<file path="src/rtl/sar_ctrl_pkg.sv">
// Shared types and constants for the SAR conversion controller.
`timescale 1ns/1ps
package sar_ctrl_pkg;

  localparam int SAR_N_DEFAULT = 8;

  typedef enum logic [1:0] {
    ST_IDLE    = 2'd0,
    ST_SAMPLE  = 2'd1,
    ST_CONVERT = 2'd2,
    ST_DONE    = 2'd3
  } sar_state_t;

endpackage

</file>
<file path="src/rtl/sar_ctrl_edge_detect.sv">
// Single-bit edge detector: registers the level once and flags rise/fall
// against the previous registered value.
`timescale 1ns/1ps
module edge_detect (
  input  logic clk_in,
  input  logic rst_n,
  input  logic i_level,
  output logic o_rise,
  output logic o_fall
);

  logic r_prev;

  // The previous value resets to 0, so a level already high at reset release
  // is reported as a rise on the first clock.
  always_ff @(posedge clk_in or negedge rst_n) begin
    if (!rst_n) begin
      r_prev <= 1'b0;
    end else begin
      r_prev <= i_level;
    end
  end

  assign o_rise = i_level & ~r_prev;
  assign o_fall = ~i_level & r_prev;

endmodule

</file>
<file path="src/rtl/sar_ctrl.sv">
// Successive-approximation ADC controller: sample/hold, N-step binary search
// and result capture. Define SAR_CTRL_OVERRUN_EN to abort on early sample edges.
`timescale 1ns/1ps
module sar_ctrl
  import sar_ctrl_pkg::*;
#(
  parameter int N = SAR_N_DEFAULT
) (
  input  logic         clk_in,
  input  logic         rst_n,
  input  logic         clk_sample,
  input  logic         clk_sar,
  input  logic         cmp_in,
  input  logic         overrun_clr,
  output logic         sample_hold,
  output logic [N-1:0] dac_code,
  output logic [N-1:0] data_out,
  output logic         data_valid,
  output logic         busy,
  output logic         overrun
);

  localparam int IW = (N > 1) ? $clog2(N) : 1;
  localparam logic [IW-1:0] IDX_MSB = IW'(N - 1);
  localparam logic [N-1:0]  DAC_MSB = {1'b1, {(N-1){1'b0}}};

  sar_state_t    r_state, w_state_nx;
  logic [IW-1:0] r_idx, w_idx_nx;
  logic          r_sample_hold, w_sample_hold_nx;
  logic [N-1:0]  r_dac, w_dac_nx;
  logic [N-1:0]  r_data, w_data_nx;
  logic          r_valid, w_valid_nx;
  logic          r_busy, w_busy_nx;
  logic [N-1:0]  w_trial;

  logic w_smp_rise, w_smp_fall;
  logic w_sar_rise, w_unused_sar_fall;
  logic w_abort;

  edge_detect u_smp_edge (
    .clk_in  (clk_in),
    .rst_n   (rst_n),
    .i_level (clk_sample),
    .o_rise  (w_smp_rise),
    .o_fall  (w_smp_fall)
  );

  edge_detect u_sar_edge (
    .clk_in  (clk_in),
    .rst_n   (rst_n),
    .i_level (clk_sar),
    .o_rise  (w_sar_rise),
    .o_fall  (w_unused_sar_fall)
  );

`ifdef SAR_CTRL_OVERRUN_EN
  logic r_overrun;

  assign w_abort = (r_state == ST_CONVERT) && w_smp_rise;

  // A new abort event takes priority over a simultaneous clear.
  always_ff @(posedge clk_in or negedge rst_n) begin
    if (!rst_n) begin
      r_overrun <= 1'b0;
    end else if (w_abort) begin
      r_overrun <= 1'b1;
    end else if (overrun_clr) begin
      r_overrun <= 1'b0;
    end
  end

  assign overrun = r_overrun;
`else
  logic w_unused_clr;

  assign w_abort      = 1'b0;
  assign w_unused_clr = overrun_clr;
  assign overrun      = 1'b0;
`endif

  // Current decision written into bit i, next lower bit set as the new trial.
  always_comb begin
    w_trial = r_dac;
    w_trial[r_idx] = cmp_in;
    if (r_idx != '0) begin
      w_trial[r_idx - 1'b1] = 1'b1;
    end
  end

  always_comb begin
    w_state_nx       = r_state;
    w_idx_nx         = r_idx;
    w_sample_hold_nx = r_sample_hold;
    w_dac_nx         = r_dac;
    w_data_nx        = r_data;
    w_valid_nx       = 1'b0;
    case (r_state)
      ST_IDLE: begin
        if (w_smp_rise) begin
          w_state_nx       = ST_SAMPLE;
          w_sample_hold_nx = 1'b1;
          w_dac_nx         = '0;
        end
      end
      ST_SAMPLE: begin
        if (w_smp_fall) begin
          w_state_nx       = ST_CONVERT;
          w_sample_hold_nx = 1'b0;
          w_idx_nx         = IDX_MSB;
          w_dac_nx         = DAC_MSB;
        end
      end
      ST_CONVERT: begin
        if (w_abort) begin
          w_state_nx       = ST_SAMPLE;
          w_sample_hold_nx = 1'b1;
          w_dac_nx         = '0;
        end else if (w_sar_rise) begin
          w_dac_nx = w_trial;
          if (r_idx == '0) begin
            w_state_nx = ST_DONE;
            w_data_nx  = w_trial;
            w_valid_nx = 1'b1;
          end else begin
            w_idx_nx = r_idx - 1'b1;
          end
        end
      end
      ST_DONE: begin
        if (w_smp_rise) begin
          w_state_nx       = ST_SAMPLE;
          w_sample_hold_nx = 1'b1;
          w_dac_nx         = '0;
        end else begin
          w_state_nx = ST_IDLE;
        end
      end
      default: begin
        w_state_nx = ST_IDLE;
      end
    endcase
    w_busy_nx = (w_state_nx == ST_SAMPLE) || (w_state_nx == ST_CONVERT);
  end

  always_ff @(posedge clk_in or negedge rst_n) begin
    if (!rst_n) begin
      r_state       <= ST_IDLE;
      r_idx         <= '0;
      r_sample_hold <= 1'b0;
      r_dac         <= '0;
      r_data        <= '0;
      r_valid       <= 1'b0;
      r_busy        <= 1'b0;
    end else begin
      r_state       <= w_state_nx;
      r_idx         <= w_idx_nx;
      r_sample_hold <= w_sample_hold_nx;
      r_dac         <= w_dac_nx;
      r_data        <= w_data_nx;
      r_valid       <= w_valid_nx;
      r_busy        <= w_busy_nx;
    end
  end

  assign sample_hold = r_sample_hold;
  assign dac_code    = r_dac;
  assign data_out    = r_data;
  assign data_valid  = r_valid;
  assign busy        = r_busy;

endmodule
</file>
<file path="config.mk">
export PLATFORM = sky130hd
export DESIGN_NAME = sar_ctrl
export DESIGN_NICKNAME = d
export VERILOG_FILES = /design/src/rtl/sar_ctrl_pkg.sv /design/src/rtl/sar_ctrl_edge_detect.sv /design/src/rtl/sar_ctrl.sv
export SDC_FILE = /design/constraint.sdc
export NUM_CORES = 1
export LEC_CHECK = 0
export BUFFER_PORTS_ARGS = -buffer_cell sky130_fd_sc_hd__clkbuf_2
export CAP_MARGIN = 10
export CORE_MARGIN = 2
export CORE_UTILIZATION = 40
export DETAILED_ROUTE_END_ITERATION = 6
export GPL_ROUTABILITY_DRIVEN = 0
export SETUP_SLACK_MARGIN = 0.5
export SLEW_MARGIN = 40
export SYNTH_ARGS = -nofsm -noshare
export SYNTH_HDL_FRONTEND = slang
export SYNTH_SLANG_ARGS = --single-unit
</file>
<file path="constraint.sdc">
create_clock -name clk_in -period 2.8 [get_ports clk_in]
set_input_delay 0.28 -clock clk_in [delete_from_list [all_inputs] [get_ports clk_in]]
set_output_delay 0.28 -clock clk_in [all_outputs]
set_load 0.02 [all_outputs]
</file>
# --- Word level (Yosys, flattened, before mapping) ---
# Cells that the tools add are included.
op_classes:
  n_lt_le_gt_ge: 4
  eq_ne: 9
  bitwise: 8
  add_sub_neg: 1
  muxes: 26
  n_reduce_logical: 12
op_table:
  columns: ["operator", "count"]
  rows:
  - ["8-bit 2-to-1 mux", 4]
  - ["8-bit one-hot mux with 3 select lines", 1]
  - ["3-bit 2-to-1 mux", 3]
  - ["3-bit AND reduction", 3]
  - ["8-bit bitwise mux", 1]
  - ["3-bit by 4-bit less-than comparator with 1-bit output (second input constant)", 2]
  - ["1-bit 2-to-1 mux", 8]
  - ["2-bit 2-to-1 mux", 4]
  - ["8-bit OR", 1]
  - ["2-bit one-hot mux with 4 select lines", 1]
  - ["1-bit demux with 3-bit select", 2]
  - ["2-bit equality test (second input constant)", 3]
  - ["3-bit by 1-bit greater-or-equal comparator with 1-bit output (second input constant)", 2]
  - ["2-bit by 1-bit != test with 1-bit output (second input constant)", 3]
  - ["3-bit one-hot mux with 2 select lines", 1]
  - ["2-bit by 1-bit equality test with 1-bit output (second input constant)", 2]
  - ["1-bit inverter", 4]
  - ["4-bit AND reduction", 1]
  - ["1-bit AND", 3]
  - ["3-bit zero test", 1]
  - ["3-bit nonzero test", 1]
  - ["3-bit by 1-bit subtractor with 3-bit output (second input constant)", 1]
  - ["1-bit logical AND", 2]
  - ["2-bit zero test", 1]
  - ["other kinds (5)", 5]
word_totals:
  ff_bits: 26
  wordCells: 69
  output_inout_bits: 20
  input_bits: 6

# --- Logic depth before layout (Yosys ltp) ---
# Gate-level depths: netlist of run 1.
logic_depth:
  ltp_word: 9
  ltp_mapped: 8
  depth_no_buf: 6

# --- Hierarchy ---
# From an unflattened synthesis of run 1, not the netlist that was laid out.
unflattened:
  hier_cells: 128
  area_unflattened_um2: 1446.4
modules_own_cells:
  columns: ["module", "seq_area_each_um2", "area_each_um2", "n_inst", "cells_each"]
  rows:
  - ["sar_ctrl", 600.6, 1366.3, 1, 122]
  - ["edge_detect", 25.0, 40.0, 2, 3]

# --- Least setup slack after synthesis of run 1 ---
# OpenSTA, ideal clock, no wires.
synth_timing:
  path_kind: "register -> register"
  startpoint: "register r_idx[0]"
  endpoint: "register r_data[1], in the netlist data_out[1]"
  path_stages_with_launch: 9
  path_slack_ns: 0.842
  synth_period_minus_slack_ns: 1.958
  setup_ns: 0.125
  path_buffers: 2
  arrival_ns: 1.833
  required_ns: 2.675
  path_cell_list: "dfrtp_1 buf_2 inv_1 ha_1 clkbuf_1 nor4b_1 a2111oi_0 a21oi_1 mux2_2"
synth_between:
  elab_chain_len: 7
  elab_cells_between_ends: 17
  classes_between: "add/sub (1); order compare (4); mux (6); bitwise (1); reduce/logical (5)"
synth_rtl:
  columns: ["item", "line_no", "rtl"]
  rows:
  - ["start: declaration", "sar_ctrl.sv:28", "logic [IW-1:0] r_idx, w_idx_nx;"]
  - ["start signal: assignment", "sar_ctrl.sv:156", "r_idx <= w_idx_nx;"]
  - ["3-bit by 1-bit subtractor with 3-bit output, or another cell as far along", "sar_ctrl.sv:86", "w_trial[r_idx - 1'b1] = 1'b1;"]
  - ["3-bit by 4-bit less-than comparator with 1-bit output (not written as such), or another cell as far along", "sar_ctrl.sv:86", null]
  - ["1-bit logical AND (not written as such) or 1-bit 2-to-1 mux (tied branches)", "sar_ctrl.sv:86, sar_ctrl.sv:84", null]
  - ["1-bit 2-to-1 mux (not written as such) or 1-bit demux with 3-bit select (tied branches)", "sar_ctrl.sv:86, sar_ctrl.sv:84", null]
  - ["1-bit demux with 3-bit select or 8-bit bitwise mux (tied branches)", "sar_ctrl.sv:86, sar_ctrl.sv:84", null]
  - ["8-bit OR (no source line)", null, null]
  - ["8-bit 2-to-1 mux", "sar_ctrl.sv:85", "if (r_idx != '0) begin"]
  - ["end signal: assignment", "sar_ctrl.sv:159", "r_data <= w_data_nx;"]
  - ["end: declaration", "sar_ctrl.sv:31", "logic [N-1:0] r_data, w_data_nx;"]
# Several ways; a longest one is shown, not always the timed one.
# A chain may end at the register's enable or synchronous reset.

# --- Final worst setup path of run 1 ---
layout_timing:
  startpoint: "register r_state[0]"
  endpoint: "register r_data[3], in the netlist data_out[3]"
layout_between:
  elab_chain_len: 2
layout_rtl:
  columns: ["item", "line_no", "rtl"]
  rows:
  - ["start: declaration", "sar_ctrl.sv:27", "sar_state_t r_state, w_state_nx;"]
  - ["start signal: assignment", "sar_ctrl.sv:155", "r_state <= w_state_nx;"]
  - ["2-bit equality test", "sar_ctrl.sv:97", "case (r_state)"]
  - ["3-bit AND reduction (no source line)", null, null]
# No other way between the ends.

==> results of run 1 <==
## worst max path at each step
stage / from / endpoint / slack (ns) / depth (start not counted)
CTS: r_state[0] / data_out[3] / 0.59 / 6
global route: r_state[1] / dac_code[1] / 0.56 / 5
finish: r_state[0] / data_out[3] / 0.69 / 6
global placement: r_state[0] / data_out[2] / 0.67 / 6
floorplan: r_idx[0] / data_out[1] / 0.84 / 8
detailed placement: r_state[0] / data_out[3] / 0.63 / 6
## where the power goes
part	internal [mW]	leakage (nW)	switching, mW
clock network	0.191	0.0357	0.124
logic	0.264	0.450	0.388
registers	0.433	0.337	0.0658
total	0.888	0.822	0.577
## kinds of logic after synthesis
kind of cell	synth area share, %
compound gates	18.98
xor+xnor	0.5583
fa+ha+maj	5.582
buf+inv	4.864
flops	41.47
mux	8.214
other cells	0.2390
simple gates	20.10
## metal layers
layer,vias up,global-route usage [%]
li1,596,-
met1,609,21.84
met2,24,29.38
met3,6,3.041
met4,0,8.163
met5,-,0
## cell usage after synthesis (all sizes together) (2+ instances only)
cell type  number  area (µm²)
o21a            2       15.01
a22o            6       52.55
o22a            3       26.28
a21oi           4       20.02
nand2          10       37.54
nor3            2       10.01
nor3b           2       26.28
nor2            9       33.78
o21ai           7       35.03
clkbuf          3       11.26
nand2b          9       63.81
inv             6       22.52
o2bb2ai         3       26.28
nand4           2       12.51
mux2            7       78.83
mux2i           5       50.05
nand4b          3       26.28
o211ai          2       15.01
nand3b          3       22.52
nor2b           5       31.28
a31oi           2       12.51
buf             7       38.78
ha              7       87.58
nor4b           2       17.52
dfrtp          26       650.6
## sequential cells by signal, summed over array words and instances (netlist names)
signal / count
u_smp_edge.r_prev: 1
u_sar_edge.r_prev: 1
data_valid: 1
data_out: 8
r_state: 2
r_idx: 3
dac_code: 8
busy: 1
sample_hold: 1
## worst reg2reg max path, stage by stage (launching register included)
cell	delay [ns]
dfrtp_1	0.42
inv_1	0.12
ha_2	0.29
nor2b_1	0.20
nand4b_1	0.33
clkinv_1	0.28
mux2_2	0.36
## layout make-up
| class | instances | area share, % |
|---|---|---|
| clock inverters | 1 | 1.690 |
| inverters | 7 | 1.479 |
| multi-input cells | 111 | 47.54 |
| well taps | 48 | 3.380 |
| flip-flops and latches | 26 | 36.69 |
| clock buffers | 3 | 2.324 |
| repair buffers | 24 | 6.901 |
## through the flow
step                worst slack [ns]  std cells  util [%]  hold slack (ns)
floorplan                     0.8424        154         -         -0.01559
global placement              0.6666        216     45.79           0.3374
detailed placement            0.6290        216     45.79           0.3420
CTS                           0.5934        220     47.71          0.03934
global route                  0.5637        220     47.81          0.06557
finish                        0.6870        220     47.81          0.01050
## cell usage in the layout (no fill, tap or decap), types with 3 or more instances in the layout
cell type   n
mux2i_1     5
clkbuf_2   23
nand2b_1    8
o21ai_0     6
nand2_1    10
dfrtp_1    25
nor2_1      9
o2bb2ai_1   3
nand4b_1    3
nor2b_1     5
a22o_1      6
o22a_1      3
a21oi_1     4
nand3b_1    3
mux2_2      7
ha_1        6
clkbuf_8    3
inv_1       6
## what timing repair did
| item | 4_1_cts | 5_1_grt |
|---|---|---|
| resized for setup | 0 | 2 |
| setup buffers | 0 | 0 |
| setup endpoints to repair | 0 | 7 |
==> run summary, run 1 <==
WL met3 = 102 µm
Design Power = 1.466 mW
DR vias/cell = 5.614
Cell area after layout = 1777 µm²
FMAX = 473.3 MHz
Post-synthesis sequential area ratio = 41.47%
Highest metal used = met4
Antenna violations before repair = 0
Cell Area, Synth = 1569 µm²
Routed WL per cell = 15.38 µm
Ratio of cells with drive above 1 in the final layout = 23.84%
CTS tree = built
Main flop type after synthesis = dfrtp_1
Multi-input gate area = 844.6 µm²
WP buf/inv = 2
Detailed Routing Iterations Pass 1 = 4
PortBufs = 23
Max_cap viols = 0
CP delay by family, top = simple AND/OR/NAND/NOR gates
PwrDens = 824.9 nW/µm²
Clock Path Buffers = 2
Worst endpoint required time = 2.97 ns
CP endpoint kind = flip-flop
Library cells used by synthesis = 47
Worst reg2reg endpoint = data_out[3]
Die Width = 66.63 µm
Ys async rst share = 100.0%
Type of the worst setup path = reg -> reg
Antenna cells = 0
All-Layer GR Usage = 17.53%
Leakage = 0.8220 nW
Register area = 651.9 µm²
Maximum vdd drop = 422.2 µV
Clk slew on worst S/H paths = 0.09 ns
DRT iter0 DRCs = 50
Clock Skews = 0.004104 ns
Largest net degree at the start of global routing = 27
Clock sinks = 26
Via count = 1,235
Metal2 WL = 1698 µm
Remaining global-route overflow = 0
Ports = 26
Core Area = 3716 µm²
FF-to-FF setup slack = 0.69 ns
Hold Buf Count CTS = 0
Status = finished, final reports clean
Detailed Place HPWL = 2447 µm
Residual DRC = 0
Arrival @ worst endpoint = 2.28 ns
Syn Nets = 167
Clock root buffer = clkbuf_8
WL final = 3384 µm
Yosys reg bits = 26
H-tree depth = 1
Slew Limit Headroom = 56.51%
Placed cell area = 1702 µm²
Yosys warning total = 0
Critical-path cell list = inv_1, ha_2, nor2b_1, nand4b_1, clkinv_1, mux2_2
Worst slew pin tran = 0.6480 ns
FP Rows = 22
DRT met1 WL = 1519 µm
Final Cycle Share = 75.47%
EDFF count, synth = 0
Setup_tns = 0 ns
Unrepaired setup endpoints after global routing = false
Reg2reg path depth = 6
CP max FO = 10
Worst skew pair latency = 0.28 ns
CTS Buf Count = 3
Fill count = 371
Vias in the first global route = 1,235
Syn Inst Count = 154
Final #Nets = 186
Chip height = 66.63 µm
Final worst path period need = 2.113 ns
Initial core utilization = 42.22%
Synthesis-to-layout area growth = 13.24%
Worst setup SP type = flip-flop
First-pass GRT wire length = 5830 µm
Slowest cell on crit path = dfrtp_1
R2r startpoint = r_state[0]
Final setup fails = 0
Hold Crit Class = in -> async
Syn_area_per_cell = 10.19 µm²
Final Max Tran Viols = 0
DIE AREA = 4440 µm²
Final Hold Viols = 0
CP peak stage delay = 0.42 ns
Post-route ant nets = 0
(Power assumes the default switching activity.)
==> run 2: changes to the inputs <==
==> constraint.sdc (replaced) <==
create_clock -name clk_in -period 1.9 [get_ports clk_in]
set_input_delay 0.19 -clock clk_in [delete_from_list [all_inputs] [get_ports clk_in]]
set_output_delay 0.19 -clock clk_in [all_outputs]
set_load 0.02 [all_outputs]
==> run summary, run 2 (synthesis results as in run 1) <==
Status = finished, final reports clean (unchanged)
Antenna violations before repair = 0 (unchanged)
Die Width = 66.63 µm (unchanged)
Crit. Startpoint = r_state[1] (was r_state[0])
Worst slew pin tran = 0.6741 ns (was 0.6480 ns)
WHS = 0.03790 ns (was 0.01050 ns)
All-Layer GR Usage = 19.20% (was 17.53%)
Cell repeated most along the worst path = buf_6
Critical Path End = dac_code[1] (was data_out[3])
DR vias/cell = 5.474 (was 5.614)
Final worst path period need = 1.761 ns (was 2.113 ns)
Sw Share = 38.34% (was 39.39%)
CTS tree = built (unchanged)
Leakage = 1.010 nW (was 0.8220 nW)
Clk pwr share = 17.3% (was 21.5%)
Slowest cell on crit path = dfrtp_1 (unchanged)
Largest net degree at the start of global routing = 27 (unchanged)
CP endpoint kind = flip-flop (unchanged)
Remaining global-route overflow = 0 (unchanged)
Worst skew pair latency = 0.28 ns (about the same)
DIE AREA = 4440 µm² (unchanged)
CP max FO = 6 (was 10)
Commonest cells after routing, fill and taps aside = dfrtp_1 (25), clkbuf_2 (23), buf_4 (23) (was dfrtp_1 (25), clkbuf_2 (23), nand2_1 (10))
WP buf/inv = 2 (unchanged)
Final #Nets = 215 (was 186)
Unrepaired setup endpoints after global routing = true (was false)
PwrDens = 1253 nW/µm² (was 824.9 nW/µm²)
Routed WL per cell = 15.61 µm (was 15.38 µm)
Max_cap viols = 0 (unchanged)
FMAX = 567.9 MHz (was 473.3 MHz)
Final Max Tran Viols = 0 (unchanged)
PortBufs = 23 (unchanged)
WL final = 3886 µm (was 3384 µm)
Final setup margin = 0.1392 ns (was 0.6870 ns)
Hold Crit Class = in -> reg (was in -> async)
R2r startpoint = r_state[1] (was r_state[0])
Most common cell after layout, fill and taps aside = dfrtp_1 (unchanged)
First-pass GRT wire length = 6430 µm (was 5830 µm)
Via count = 1,363 (was 1,235)
Vias in the first global route = 1,352 (was 1,235)
Design Power = 2.762 mW (was 1.466 mW)
Worst endpoint required time = 2.12 ns (was 2.97 ns)
Cell-internal power = 1.703 mW (was 0.8883 mW)
Pre-CTS worst setup slack = 0.07328 ns (was 0.6290 ns)
Detailed Routing Iterations Pass 1 = 5 (was 4)
Clock Path Buffers = 2 (unchanged)
Combinational share of power = 56.9% (was 44.5%)
Switching Power = 1.059 mW (was 0.5773 mW)
DRT iter0 DRCs = 57 (was 50)
CTS Buf Count = 3 (unchanged)
Chip height = 66.63 µm (unchanged)
Reg2reg path depth = 6 (unchanged)
FF-to-FF setup slack = 0.14 ns (was 0.69 ns)
Arrival @ worst endpoint = 1.98 ns (was 2.28 ns)
Type of the worst setup path = reg -> reg (unchanged)
Maximum vdd drop = 849.1 µV (was 422.2 µV)
Flop pwr share = 25.7% (was 34.0%)
Core Area = 3716 µm² (unchanged)
Worst Min Path Start = clk_sar
Worst reg2reg endpoint = dac_code[1] (was data_out[3])
Clock sinks = 26 (unchanged)
Synthesis-to-layout area growth = 40.51% (was 13.24%)
FP Rows = 22 (unchanged)
Ports = 26 (unchanged)
Setup_tns = 0 ns (unchanged)
Antenna cells = 0 (unchanged)
Slew Limit Headroom = 55.06% (was 56.51%)
Clk slew on worst S/H paths = 0.10 ns (was 0.09 ns)
Residual DRC = 0 (unchanged)
CP delay by family, top = compound AO/OA/AOI/OAI gates (was simple AND/OR/NAND/NOR gates)
Detailed Place HPWL = 2556 µm (was 2447 µm)
Levels on crit path = 6 (unchanged)
Fill count = 327 (was 371)
Clock Skews = 0.007050 ns (was 0.004104 ns)
Final Cycle Share = 92.67% (was 75.47%)
Final setup fails = 0 (unchanged)
Worst setup SP type = flip-flop (unchanged)
Initial core utilization = 42.22% (unchanged)
Final Core Density = 59.33% (was 47.81%)
Final Hold Viols = 0 (unchanged)
Ratio of cells with drive above 1 in the final layout = 45.27% (was 23.84%)
H-tree depth = 1 (unchanged)
Critical-path cell list = buf_6, ha_4, a222oi_1, nor3b_4, buf_6, a22o_1 (was inv_1, ha_2, nor2b_1, nand4b_1, clkinv_1, mux2_2)
CP peak stage delay = 0.43 ns (was 0.42 ns)
Clock root buffer = clkbuf_8 (unchanged)
Post-route ant nets = 0 (unchanged)
[run 2: repair_timing]
action	4_1_cts	5_1_grt
hold buffers	1	0
endpoints found under the setup margin	22	24
pin swaps	6	7
resized for setup	16	14
buffers inserted	16	3
endpoints found under the hold margin	26	0
gates cloned	0	0
[run 2: worst min-delay path by stage]
stage | slack, ns | depth (start not counted) | endpoint
6_report | 0.04 | 1 | u_sar_edge.r_prev
4_1_cts | 0.04 | 1 | u_sar_edge.r_prev
3_3_place_gp | 0.25 | 1 | r_idx[1]
2_1_floorplan | -0.11 | 0 | busy
3_5_place_dp | 0.26 | 1 | r_idx[0]
5_1_grt | 0.04 | 1 | u_sar_edge.r_prev
[run 2: final cells by class]
cell class,instances,area [µm²],share of cell area [%]
Clock buffer,3,41.29,1.873
Clock inverter,1,30.03,1.362
Inverter,7,36.28,1.646
Multi-Input combinational cell,111,1020,46.25
Sequential cell,26,651.9,29.57
Tap cell,48,60.06,2.724
Timing Repair Buffer,53,365.4,16.57
[run 2: power groups by stage]
| stage | logic [mW] | registers, mW | clock network, mW |
|---|---|---|---|
| 6_report | 1.57 | 0.711 | 0.479 |
| 5_1_grt | 1.72 | 0.723 | 0.506 |
| 4_1_cts | 1.41 | 0.708 | 0.482 |
| 3_5_place_dp | 1.15 | 0.727 | 0 |
| 3_3_place_gp | 1.13 | 0.723 | 0 |
| 2_1_floorplan | 0.854 | 0.767 | 0 |
[run 2: per-layer routing]
layer	routed length (µm)	global-route usage, %	share of wire (%)
met5	0	0	0
met1	1744	25.05	45
met3	93	2.703	2.4
met4	53	4.592	1.4
met2	1996	33.38	51
[run 2: per-stage QoR]
step                      instance area, µm²  instances
after global placement                  1842        225
after CTS                               2108        246
after detailed placement                1842        225
final                                   2205        249
after global routing                    2205        249
after floorplan                         1688        154
